<file path="src/rtl/fifo_mon_pkg.sv">
// ---------------------------------------------------------------------------
// fifo_mon_pkg
// Shared definitions for the FIFO pointer monitor: the error vector width,
// the bit index of each error kind, the error vector type and small helper
// functions used by the monitor and its channel sub-module.
// ---------------------------------------------------------------------------
package fifo_mon_pkg;

   localparam int ERR_W        = 6;

   // Bit positions inside one channel's error vector
   localparam int ERR_FULL_MIS  = 0;
   localparam int ERR_EMPTY_MIS = 1;
   localparam int ERR_OVF       = 2;
   localparam int ERR_UNF       = 3;
   localparam int ERR_WR_GRAY   = 4;
   localparam int ERR_RD_GRAY   = 5;

   typedef logic [ERR_W-1:0] fifo_mon_err_t;

   // Binary to reflected Gray code conversion
   function automatic logic [31:0] bin2gray(input logic [31:0] bin);
      return bin ^ (bin >> 1);
   endfunction

   // Width of a channel index, never less than one bit
   function automatic int ch_width(input int num_ch);
      return (num_ch > 1) ? $clog2(num_ch) : 1;
   endfunction

endpackage

</file>
<file path="src/rtl/fifo_ptr_monitor_if.sv">
// ---------------------------------------------------------------------------
// fifo_ptr_monitor_if
// Bundles the per-channel FIFO handshake, flag and Gray pointer signals that
// the monitor observes. Channel 0 occupies the LSBs of every vector.
//   p_write_en / p_write_full   : write request and full flag, one bit per channel
//   p_read_en  / p_read_empty   : read request and empty flag, one bit per channel
//   write_ptr_gray / read_ptr_gray : SIZE_LOG2+1 bit Gray pointer per channel
// Modports:
//   master : the FIFO side, drives all signals
//   slave  : the monitor side, observes all signals
// ---------------------------------------------------------------------------
interface fifo_ptr_monitor_if #(
   parameter int SIZE_LOG2 = 5,
   parameter int NUM_CH    = 2
);
   localparam int PW = SIZE_LOG2 + 1;

   logic [NUM_CH-1:0]    p_write_en;
   logic [NUM_CH-1:0]    p_write_full;
   logic [NUM_CH-1:0]    p_read_en;
   logic [NUM_CH-1:0]    p_read_empty;
   logic [NUM_CH*PW-1:0] write_ptr_gray;
   logic [NUM_CH*PW-1:0] read_ptr_gray;

   modport master (
      output p_write_en, p_write_full, p_read_en, p_read_empty,
      output write_ptr_gray, read_ptr_gray
   );

   modport slave (
      input p_write_en, p_write_full, p_read_en, p_read_empty,
      input write_ptr_gray, read_ptr_gray
   );

endinterface

</file>
<file path="src/rtl/fifo_mon_channel.sv">
// ---------------------------------------------------------------------------
// fifo_mon_channel
// Per-channel part of the FIFO pointer monitor. Tracks a shadow occupancy
// from accepted writes/reads, remembers the previous Gray pointers and
// accepts, and produces this cycle's error bits (masked when mon_en=0).
// Optional macro: FIFO_MON_HWM_EN adds a high-water mark register; without
// it level_hwm is tied to zero.
// Ports:
//   clk, rst_n            : clock, asynchronous active-low reset
//   mon_en                : error bits are only raised while 1
//   hwm_clr               : synchronous clear of the high-water mark
//   write_en, write_full  : write request / full flag of this channel
//   read_en, read_empty   : read request / empty flag of this channel
//   write_ptr_gray, read_ptr_gray : current Gray pointers
//   level, level_hwm      : shadow occupancy and its high-water mark
//   err                   : error bits detected in the current cycle
// ---------------------------------------------------------------------------
module fifo_mon_channel
   import fifo_mon_pkg::*;
#(
   parameter int SIZE_LOG2 = 5
) (
   input  logic               clk,
   input  logic               rst_n,
   input  logic               mon_en,
   input  logic               hwm_clr,
   input  logic               write_en,
   input  logic               write_full,
   input  logic               read_en,
   input  logic               read_empty,
   input  logic [SIZE_LOG2:0] write_ptr_gray,
   input  logic [SIZE_LOG2:0] read_ptr_gray,
   output logic [SIZE_LOG2:0] level,
   output logic [SIZE_LOG2:0] level_hwm,
   output fifo_mon_err_t      err
);

   localparam int PW = SIZE_LOG2 + 1;
   localparam logic [PW-1:0] DEPTH = {1'b1, {SIZE_LOG2{1'b0}}};

   logic          wacc;
   logic          racc;
   logic          at_full;
   logic          at_empty;
   logic          prev_wacc;
   logic          prev_racc;
   logic [PW-1:0] prev_wgray;
   logic [PW-1:0] prev_rgray;
   logic [PW-1:0] wdelta;
   logic [PW-1:0] rdelta;
   fifo_mon_err_t err_raw;

   assign wacc     = write_en & ~write_full;
   assign racc     = read_en & ~read_empty;
   assign at_full  = (level == DEPTH);
   assign at_empty = (level == '0);
   assign wdelta   = prev_wgray ^ write_ptr_gray;
   assign rdelta   = prev_rgray ^ read_ptr_gray;

   // Error detection against the registered level. A pointer must move by
   // exactly one bit after an accepted op and must stay put otherwise.
   always_comb begin
      err_raw                = '0;
      err_raw[ERR_FULL_MIS]  = write_full != at_full;
      err_raw[ERR_EMPTY_MIS] = read_empty != at_empty;
      err_raw[ERR_OVF]       = wacc & ~racc & at_full;
      err_raw[ERR_UNF]       = racc & ~wacc & at_empty;
      err_raw[ERR_WR_GRAY]   = prev_wacc ? !$onehot(wdelta) : (wdelta != '0);
      err_raw[ERR_RD_GRAY]   = prev_racc ? !$onehot(rdelta) : (rdelta != '0);
      err                    = mon_en ? err_raw : '0;
   end

   // Shadow occupancy, saturating at both ends; simultaneous accepts cancel.
   always_ff @(posedge clk or negedge rst_n) begin
      if (!rst_n) begin
         level <= '0;
      end else if (wacc && !racc && !at_full) begin
         level <= level + 1'b1;
      end else if (racc && !wacc && !at_empty) begin
         level <= level - 1'b1;
      end
   end

   // Previous pointers and accepts follow the bus even while checks are off,
   // so re-enabling the monitor does not flag stale pointer history.
   always_ff @(posedge clk or negedge rst_n) begin
      if (!rst_n) begin
         prev_wgray <= '0;
         prev_rgray <= '0;
         prev_wacc  <= 1'b0;
         prev_racc  <= 1'b0;
      end else begin
         prev_wgray <= write_ptr_gray;
         prev_rgray <= read_ptr_gray;
         prev_wacc  <= wacc;
         prev_racc  <= racc;
      end
   end

`ifdef FIFO_MON_HWM_EN
   logic [PW-1:0] hwm_q;

   // High-water mark follows the registered level, so it lags a rise by one cycle.
   always_ff @(posedge clk or negedge rst_n) begin
      if (!rst_n) begin
         hwm_q <= '0;
      end else if (hwm_clr) begin
         hwm_q <= '0;
      end else if (level > hwm_q) begin
         hwm_q <= level;
      end
   end

   assign level_hwm = hwm_q;
`else
   logic unused_hwm_clr;
   assign unused_hwm_clr = hwm_clr;
   assign level_hwm      = '0;
`endif

endmodule

</file>
<file path="src/rtl/fifo_ptr_monitor.sv">
// ---------------------------------------------------------------------------
// fifo_ptr_monitor
// Runtime checker for NUM_CH FIFO pointer/flag interfaces in one clock
// domain. One fifo_mon_channel per channel tracks occupancy and raises error
// bits; this level merges them into sticky bits, a saturating count of error
// cycles and a first-error record.
// Optional macro: FIFO_MON_HWM_EN enables per-channel high-water marks.
// Ports:
//   clk, rst_n     : clock, asynchronous active-low reset
//   mon_en         : 1 enables error checks; level tracking always runs
//   err_clr        : synchronous clear of sticky bits, count and first error
//   bus            : observed FIFO signals (fifo_ptr_monitor_if.slave)
//   level          : shadow occupancy per channel, ch0 in LSBs
//   level_hwm      : per-channel high-water mark (0 without the macro)
//   err_sticky     : per-channel sticky error bits, ch0 in LSBs
//   err_any        : registered OR of all sticky bits
//   err_count      : cycles with at least one new error, saturating
//   first_err_vld, first_err_ch, first_err_code : first-error record
// ---------------------------------------------------------------------------
module fifo_ptr_monitor
   import fifo_mon_pkg::*;
#(
   parameter  int SIZE_LOG2 = 5,
   parameter  int NUM_CH    = 2,
   parameter  int CNT_W     = 16,
   localparam int CH_W      = ch_width(NUM_CH),
   localparam int PW        = SIZE_LOG2 + 1
) (
   input  logic                    clk,
   input  logic                    rst_n,
   input  logic                    mon_en,
   input  logic                    err_clr,
   fifo_ptr_monitor_if.slave       bus,
   output logic [NUM_CH*PW-1:0]    level,
   output logic [NUM_CH*PW-1:0]    level_hwm,
   output logic [NUM_CH*ERR_W-1:0] err_sticky,
   output logic                    err_any,
   output logic [CNT_W-1:0]        err_count,
   output logic                    first_err_vld,
   output logic [CH_W-1:0]         first_err_ch,
   output fifo_mon_err_t           first_err_code
);

   fifo_mon_err_t           ch_err [NUM_CH];
   logic [NUM_CH*ERR_W-1:0] sticky_next;
   logic                    new_any;
   logic [CH_W-1:0]         first_ch_next;
   fifo_mon_err_t           first_code_next;

   for (genvar i = 0; i < NUM_CH; i++) begin : g_ch
      fifo_mon_channel #(
         .SIZE_LOG2 (SIZE_LOG2)
      ) u_ch (
         .clk            (clk),
         .rst_n          (rst_n),
         .mon_en         (mon_en),
         .hwm_clr        (err_clr),
         .write_en       (bus.p_write_en[i]),
         .write_full     (bus.p_write_full[i]),
         .read_en        (bus.p_read_en[i]),
         .read_empty     (bus.p_read_empty[i]),
         .write_ptr_gray (bus.write_ptr_gray[i*PW +: PW]),
         .read_ptr_gray  (bus.read_ptr_gray[i*PW +: PW]),
         .level          (level[i*PW +: PW]),
         .level_hwm      (level_hwm[i*PW +: PW]),
         .err            (ch_err[i])
      );
   end

   // Merge channel errors; scanning from the top down lets the lowest
   // erroring channel win the first-error record.
   always_comb begin
      sticky_next     = err_sticky;
      new_any         = 1'b0;
      first_ch_next   = '0;
      first_code_next = '0;
      for (int i = NUM_CH - 1; i >= 0; i--) begin
         sticky_next[i*ERR_W +: ERR_W] = err_sticky[i*ERR_W +: ERR_W] | ch_err[i];
         if (ch_err[i] != '0) begin
            new_any         = 1'b1;
            first_ch_next   = CH_W'(i);
            first_code_next = ch_err[i];
         end
      end
   end

   // Sticky bits and error counter; err_clr wins over same-cycle errors.
   always_ff @(posedge clk or negedge rst_n) begin
      if (!rst_n) begin
         err_sticky <= '0;
         err_count  <= '0;
         err_any    <= 1'b0;
      end else begin
         err_any <= |err_sticky;
         if (err_clr) begin
            err_sticky <= '0;
            err_count  <= '0;
         end else begin
            err_sticky <= sticky_next;
            if (new_any && (err_count != '1)) begin
               err_count <= err_count + 1'b1;
            end
         end
      end
   end

   // First-error record, frozen once valid until cleared.
   always_ff @(posedge clk or negedge rst_n) begin
      if (!rst_n) begin
         first_err_vld  <= 1'b0;
         first_err_ch   <= '0;
         first_err_code <= '0;
      end else if (err_clr) begin
         first_err_vld  <= 1'b0;
         first_err_ch   <= '0;
         first_err_code <= '0;
      end else if (!first_err_vld && new_any) begin
         first_err_vld  <= 1'b1;
         first_err_ch   <= first_ch_next;
         first_err_code <= first_code_next;
      end
   end

endmodule

</file>
<file path="src/flat_wrapper.sv">
// flat-port wrapper written by rule: the top's interface ports become plain ports
module fifo_ptr_monitor_flat import fifo_mon_pkg::*;
#(
   parameter  int SIZE_LOG2 = 5,
   parameter  int NUM_CH    = 2,
   parameter  int CNT_W     = 16,
   localparam int CH_W      = ch_width(NUM_CH),
   localparam int PW        = SIZE_LOG2 + 1
)
  (clk, rst_n, mon_en, err_clr, level, level_hwm, err_sticky, err_any, err_count, first_err_vld, first_err_ch, first_err_code, bus_p_write_en, bus_p_write_full, bus_p_read_en, bus_p_read_empty, bus_write_ptr_gray, bus_read_ptr_gray);
  fifo_ptr_monitor_if #(.SIZE_LOG2(SIZE_LOG2), .NUM_CH(NUM_CH)) bus_i ();
  input  logic clk;
  input  logic rst_n;
  input  logic mon_en;
  input  logic err_clr;
  output logic [NUM_CH*PW-1:0] level;
  output logic [NUM_CH*PW-1:0] level_hwm;
  output logic [NUM_CH*ERR_W-1:0] err_sticky;
  output logic err_any;
  output logic [CNT_W-1:0] err_count;
  output logic first_err_vld;
  output logic [CH_W-1:0] first_err_ch;
  output fifo_mon_err_t first_err_code;
  input wire logic [$bits(bus_i.p_write_en)-1:0] bus_p_write_en;
  input wire logic [$bits(bus_i.p_write_full)-1:0] bus_p_write_full;
  input wire logic [$bits(bus_i.p_read_en)-1:0] bus_p_read_en;
  input wire logic [$bits(bus_i.p_read_empty)-1:0] bus_p_read_empty;
  input wire logic [$bits(bus_i.write_ptr_gray)-1:0] bus_write_ptr_gray;
  input wire logic [$bits(bus_i.read_ptr_gray)-1:0] bus_read_ptr_gray;
  assign bus_i.p_write_en = bus_p_write_en;
  assign bus_i.p_write_full = bus_p_write_full;
  assign bus_i.p_read_en = bus_p_read_en;
  assign bus_i.p_read_empty = bus_p_read_empty;
  assign bus_i.write_ptr_gray = bus_write_ptr_gray;
  assign bus_i.read_ptr_gray = bus_read_ptr_gray;
  fifo_ptr_monitor #(.SIZE_LOG2(SIZE_LOG2), .NUM_CH(NUM_CH), .CNT_W(CNT_W)) u_core (.clk(clk), .rst_n(rst_n), .mon_en(mon_en), .err_clr(err_clr), .bus(bus_i), .level(level), .level_hwm(level_hwm), .err_sticky(err_sticky), .err_any(err_any), .err_count(err_count), .first_err_vld(first_err_vld), .first_err_ch(first_err_ch), .first_err_code(first_err_code));
endmodule
</file>
<file path="config.mk">
export PLATFORM = sky130hd
export DESIGN_NAME = fifo_ptr_monitor_flat
export DESIGN_NICKNAME = d
export VERILOG_FILES = /design/src/rtl/fifo_mon_pkg.sv /design/src/rtl/fifo_ptr_monitor_if.sv /design/src/rtl/fifo_mon_channel.sv /design/src/rtl/fifo_ptr_monitor.sv /design/src/flat_wrapper.sv
export SDC_FILE = /design/constraint.sdc
export NUM_CORES = 1
export LEC_CHECK = 0
export BUFFER_PORTS_ARGS = -buffer_cell sky130_fd_sc_hd__buf_2
export CAP_MARGIN = 20
export CORE_UTILIZATION = 55
export DETAILED_ROUTE_END_ITERATION = 8
export PLACE_DENSITY_LB_ADDON = 0.15
export SETUP_SLACK_MARGIN = 0.3
export SYNTH_ARGS = -nofsm -noshare
export SYNTH_HDL_FRONTEND = slang
export SYNTH_SLANG_ARGS = --single-unit
</file>
<file path="constraint.sdc">
create_clock -name clk -period 5.1 [get_ports clk]
set_input_delay 0.51 -clock clk [delete_from_list [all_inputs] [get_ports clk]]
set_output_delay 0.51 -clock clk [all_outputs]
set_load 0.01 [all_outputs]
</file>
* Word level (Yosys, flattened, before mapping)
Cells that the tools add are included.
** Storage, ports and cells
- Word-level logic and storage cells :: 138
- Bits of input ports :: 36
- Register bits after elaboration :: 77
- Output and inout port bits :: 61
** Cells by class
- Eq/ne operators :: 11
- $add $sub $neg :: 25
- Bitwise operators :: 26
- Muxes and demuxes :: 24
- Reductions and logical operators :: 36
** Operators with widths (number)
- 6-bit 2-to-1 mux :: 10
- 6-bit nonzero test :: 6
- 16-bit 2-to-1 mux :: 2
- 1-bit by 1-bit adder with 2-bit output :: 12
- 6-bit XOR :: 4
- 16-bit by 1-bit adder with 16-bit output (second input constant) :: 1
- 16-bit != test (second input constant) :: 1
- 1-bit zero test :: 13
- 2-bit by 2-bit adder with 3-bit output :: 4
- 3-bit by 2-bit adder with 3-bit output :: 4
- 6-bit by 1-bit adder with 6-bit output (second input constant) :: 2
- 1-bit bitwise AND :: 12
- 3-bit by 1-bit == test with 1-bit output (second input constant) :: 4
- 6-bit == test (second input constant) :: 2
- 6-bit zero test :: 2
- 12-bit 2-to-1 mux :: 1
- 6-bit OR :: 2
- 12-bit OR reduction :: 1
- 6-bit by 1-bit subtractor with 6-bit output (second input constant) :: 2
- 1-bit 2-to-1 mux :: 11
- 1-bit logical AND :: 10
- 1-bit inverter :: 8
- 2-bit nonzero test :: 4
- 1-bit != test :: 4

* Depth between registers and ports, before layout
- Depth in word-level cells :: 14
- Gate-level depth with buffers :: 15
- Gate-level depth less buffers :: 14

* Cells and area by module
A second synthesis with hierarchy kept.
** Unflattened totals
- Cells, all modules :: 407
- Area, all modules :: 4479.3 um2
** Modules (own cells, without submodules)
- fifo_mon_channel :: times used 2, sequential area each 500.5 um2, area an instance 1303.8 um2, cells each 113
- fifo_ptr_monitor :: times used 1, sequential area each 925.9 um2, area an instance 1871.8 um2, cells each 181

* Least setup slack after synthesis
OpenSTA, ideal clock, no wires.
- Path kind :: input-to-reg
- Start point :: input port bus_write_ptr_gray[6]
- End point :: register u_core.err_count[11]
- Arrival time :: 3.982 ns
- Stages on the path :: 15
- Data required time :: 4.975 ns
- Library setup time :: 0.125 ns
- Buffers on the path :: 1
- Path slack :: 0.992 ns
- Path through :: xnor2_1 > inv_1 > fa_1 > inv_1 > fa_1 > inv_1 > ha_1 > fa_1 > o41ai_1 > a41oi_1 > nor4_2 > buf_6 > a21oi_4 > and3_4 > mux2_4
** Between the ends
- Cells in the longest elaborated chain, start to end :: 13
- Elaborated cells between the ends (all ways) :: 14
- Those cells by class :: add/sub: 3; eq/ne: 1; mux: 4; bitwise: 1; reduce/logical: 5
** RTL lines
- start, declared :: RTL line flat_wrapper.sv:28 : input wire logic [$bits(bus_i.write_ptr_gray)-1:0] bus_write_ptr_gray;
- 6-bit XOR * :: RTL line fifo_mon_channel.sv:57 : assign wdelta = prev_wgray ^ write_ptr_gray;
- 1-bit by 1-bit adder with 2-bit output (implied by the code) :: RTL line fifo_mon_channel.sv:68 : err_raw[ERR_WR_GRAY] = prev_wacc ? !$onehot(wdelta) : (wdelta != '0);
- 2-bit by 2-bit adder with 3-bit output (implied by the code) :: RTL line fifo_mon_channel.sv:68
- 3-bit by 2-bit adder with 3-bit output (implied by the code) :: RTL line fifo_mon_channel.sv:68
- 3-bit by 1-bit == test with 1-bit output :: RTL line fifo_mon_channel.sv:68
- 1-bit zero test :: RTL line fifo_mon_channel.sv:68
- 1-bit 2-to-1 mux * :: RTL line fifo_mon_channel.sv:68
- 6-bit 2-to-1 mux * :: RTL line fifo_mon_channel.sv:70 : err = mon_en ? err_raw : '0;
- 6-bit nonzero test * :: RTL line fifo_ptr_monitor.sv:79 : if (ch_err[i] != '0) begin
- 1-bit 2-to-1 mux * (2 in a row) :: RTL line fifo_ptr_monitor.sv:79
- 1-bit logical AND * :: RTL line fifo_ptr_monitor.sv:100 : if (new_any && (err_count != '1)) begin
- 2-bit nonzero test (no line) *
- end signal, assigned :: RTL line fifo_ptr_monitor.sv:101 : err_count <= err_count + 1'b1;
- end, declared :: RTL line fifo_ptr_monitor.sv:38 : output logic [CNT_W-1:0] err_count,
Mark *: on every way between the ends. The rest lies on a longest branch, timed or not.
A chain may end at the register's enable or synchronous reset.

* Worst setup path after layout
- Start point :: register u_core.g_ch[1].u_ch.prev_wgray[0]
- End point :: register u_core.err_count[4]
** Between the ends
- Cells in the longest elaborated chain, start to end :: 13
- Elaborated cells between the ends (all ways) :: 14
- Those cells by class :: add/sub: 3; eq/ne: 1; mux: 4; bitwise: 1; reduce/logical: 5
** RTL lines
- start, declared :: RTL line fifo_mon_channel.sv:47 : logic [PW-1:0] prev_wgray;
- start signal, assigned :: RTL line fifo_mon_channel.sv:93 : prev_wgray <= write_ptr_gray;
- 6-bit XOR * :: RTL line fifo_mon_channel.sv:57
- 1-bit by 1-bit adder with 2-bit output (implied by the code) :: RTL line fifo_mon_channel.sv:68
- 2-bit by 2-bit adder with 3-bit output (implied by the code) :: RTL line fifo_mon_channel.sv:68
- 3-bit by 2-bit adder with 3-bit output (implied by the code) :: RTL line fifo_mon_channel.sv:68
- 3-bit by 1-bit == test with 1-bit output :: RTL line fifo_mon_channel.sv:68
- 1-bit zero test :: RTL line fifo_mon_channel.sv:68
- 1-bit 2-to-1 mux * :: RTL line fifo_mon_channel.sv:68
- 6-bit 2-to-1 mux * :: RTL line fifo_mon_channel.sv:70
- 6-bit nonzero test * :: RTL line fifo_ptr_monitor.sv:79
- 1-bit 2-to-1 mux * (2 in a row) :: RTL line fifo_ptr_monitor.sv:79
- 1-bit logical AND * :: RTL line fifo_ptr_monitor.sv:100
- 2-bit nonzero test (no line) *
Marked as above.

==> flow_metrics.tcl <==
set metrics [dict create \
    yosysSeqAreaShare 0.438 \
    gr-usage-all-layers 0.236 \
    wl_per_cell_um 14.4 \
    power_frac_comb 0.326 \
    period_share 0.829 \
    whs_path_depth 1 \
    synthArstFlopShare 1.00 \
    synth_most_common_cell "dfrtp_1" \
    grt_pass1_vias 3370 \
    diodes 0 \
    synth_common_cells "77 x dfrtp_1, 50 x nor2_1, 37 x inv_1, 27 x xnor2_1, 24 x nand2_1" \
    clock_path_buffers 2 \
    cts_setup_buffers 0 \
    drc 0 \
    syn2layout_area_growth_pct 15.7 \
    drt-initial-drc-count 172 \
    r2r_setup_slack_ns 0.87 \
    avgSynthCellArea_um2 10.3 \
    cap_viol_max_count 0 \
    viasPerCell 5.28 \
    clkTransAtPathRegs_ns 0.08 \
    p_per_area_nw_per_um2 379 \
    insertion_delay_ns 0.35 \
    slew-limit-headroom 0.362 \
    netlist_area_um2 4400 \
    cp-start-kind "flip-flop" \
    ctsHoldBuffers 0 \
    cp_cell_sequence "xnor2_1, inv_1, fa_1, inv_1, fa_1, inv_1, ha_1, fa_1, o41ai_1, a41oi_1, nor4_2, buf_4, a211oi_1, and3_1, mux2_1" \
    rr_worst_depth 15 \
    synth_top_area_share 0.438 \
    synth.largest_area_cell "dfrtp_1" \
    dr_total_vias 3273 \
    p_sw_frac 0.342 \
    cp_top_family "adder cells" \
    hold_viol 0 \
    fmax_mhz 237 \
    fill_cells 645 \
    synth-edff-count 0 \
    hp-class "input port to flip-flop" \
    synth.ff_latch_count 77 \
    worst_pin_slew_ns 0.958 \
    ys_types 56 \
    setup_viol 0 \
    antenna_found_initial 0 \
    yosys-top-cells-area "dfrtp_1 44%, fa_1 6.4%, xnor2_1 5.4%" \
    multi_input_comb_area_um2 2230 \
    path_max_fanout 12 \
    p_clk_frac 0.261 \
    p_int_uw 1270 \
    first_pass_iters 4 \
    slew_violations 0 \
    fp-row-count 32 \
    hpwlAfterDp_um 6610 \
    setup_ws_ns 0.874 \
    vdd_drop_max_mv 0.262 \
    die_x_um 91.5 \
    r2r-end "u_core.err_count[4]$_DFFE_PN0P_" \
    rsz0062_at_grt "no" \
    critPathBufInv 4 \
    grt_max_degree 78 \
    gp_congestion 0.784 \
    power.share.sequential 0.413 \
    cts.sinks 77 \
    min_from "bus_read_ptr_gray[4]" \
    die_h_um 91.5 \
    reg2reg_from "u_core.g_ch[1].u_ch.prev_wgray[0]$_DFF_PN0_" \
    arrival_ns 4.46 \
    ys.flop_type "dfrtp_1" \
    syn-instance-count 426 \
    ant_nets 0 \
    place_ws_ns 0.593 \
    numCtsBuffers 9 \
    ys_warn_count 0 \
    core_area_um2 7730 \
    final_util 0.659 \
    status "completed" \
    grt_pass1_wl_um 15600 \
    switching_power_uw 661 \
    routed_wl_um 8930 \
    post_route_cells_drive_above_1_share 0.239 \
    fin_setup_tns_ns 0 \
    critPathRequiredTime_ns 5.33 \
    cts_root_buffer "clkbuf_8" \
    start_util 0.570 \
    seq_area_um2 1930 \
    finalClockSkew_ns 0.00672 \
    cp_slowest_cell "fa_1" \
    cts_tree "built" \
    hold_end "u_core.g_ch[0].u_ch.prev_rgray[4]$_DFF_PN0_" \
    die-area_um2 8360 \
    max_stage_delay_ns 0.53 \
    htree_levels 3 \
    p_leak_uw 0.00245 \
    crit_type "flip-flop to flip-flop" \
    min_period_ns 4.23 \
    grt_overflow 0 \
    worstSetupEndpointType "flip-flop" \
    pin_count 97 \
    finalPower_uw 1930 \
    post_cts_resized 0 \
    fin_nets 581 \
    io_buffers 84 \
]
[worst max-delay path by stage]
stage | depth (start not counted) | end | startpoint
after floorplan | 15 | u_core.err_count[11]$_DFFE_PN0P_ | bus_write_ptr_gray[6]
after global placement | 16 | u_core.err_count[4]$_DFFE_PN0P_ | bus_write_ptr_gray[6]
after detailed placement | 16 | u_core.err_count[4]$_DFFE_PN0P_ | bus_write_ptr_gray[6]
after CTS | 15 | u_core.err_count[4]$_DFFE_PN0P_ | u_core.g_ch[1].u_ch.prev_wgray[0]$_DFF_PN0_
after global routing | 16 | u_core.err_count[4]$_DFFE_PN0P_ | u_core.g_ch[1].u_ch.prev_rgray[0]$_DFF_PN0_
final | 15 | u_core.err_count[4]$_DFFE_PN0P_ | u_core.g_ch[1].u_ch.prev_wgray[0]$_DFF_PN0_
[cell type report]
class,count,share of cell area
Sequential cell,77,0.378
Multi-Input combinational cell,301,0.439
Inverter,38,0.0280
Timing Repair Buffer,87,0.0875
Clock buffer,11,0.0278
Clock inverter,4,0.0143
Tap cell,102,0.0251
[flip-flops by register name (all words and copies together), names as in the netlist]
name / count
u_core.err_sticky: 12
u_core.first_err_code: 6
u_core.g_ch.u_ch.prev_wgray: 12
u_core.first_err_ch: 1
u_core.g_ch.u_ch.prev_racc: 2
u_core.err_any: 1
u_core.g_ch.u_ch.prev_rgray: 12
u_core.first_err_vld: 1
u_core.g_ch.u_ch.level: 12
u_core.g_ch.u_ch.prev_wacc: 2
u_core.err_count: 16
[worst register-to-register path, cell delays in order (launching register included)]
cell	delay [ns]
dfrtp_1	0.38
xnor2_1	0.18
inv_1	0.09
fa_1	0.53
inv_1	0.05
fa_1	0.47
inv_1	0.05
ha_1	0.19
fa_1	0.43
o41ai_1	0.35
a41oi_1	0.15
nor4_2	0.33
buf_4	0.24
a211oi_1	0.12
and3_1	0.23
mux2_1	0.31
[power by group through the flow]
stage | Sequential, uW | Combinational (uW) | Clock, uW
2_1_floorplan | 812 | 439 | 0
3_3_place_gp | 804 | 609 | 0
3_5_place_dp | 808 | 632 | 0
4_1_cts | 797 | 637 | 520
5_1_grt | 816 | 728 | 542
6_report | 797 | 630 | 503
[stage by stage]
stage          std cells  cell area, um2  hold WS [ns]
6_report             620            5090         0.286
5_1_grt              620            5090         0.267
4_1_cts              620            5090         0.268
3_5_place_dp         605            4880         0.499
3_3_place_gp         605            4880         0.501
2_1_floorplan        437            4440         0.214
[kinds of logic after synthesis]
| logic type | synth area share |
|---|---|
| simple gates | 0.160 |
| other cells | 0.000852 |
| fa+ha+maj | 0.112 |
| flops | 0.438 |
| compound gates | 0.114 |
| mux | 0.0264 |
| xor+xnor | 0.0856 |
| buf+inv | 0.0640 |
[per-layer routing]
layer	part of all wire	global-route usage
met4	0.017	0.0741
met1	0.44	0.311
met3	0.057	0.0595
met2	0.48	0.384
met5	0	0
[cell usage in the layout (no fill, tap or decap), drive strengths merged, types with 6 or more instances in the layout]
cell     n
ha      17
xnor2   27
o21ai   11
a21oi   25
nand3   13
dfrtp   77
inv     38
nor3     6
nor4     6
nand2   24
buf     87
clkbuf  11
fa      14
conb    12
a21o     6
xor2    16
mux2     6
nor2    51
No activity file was read; power rests on OpenSTA's default activity.
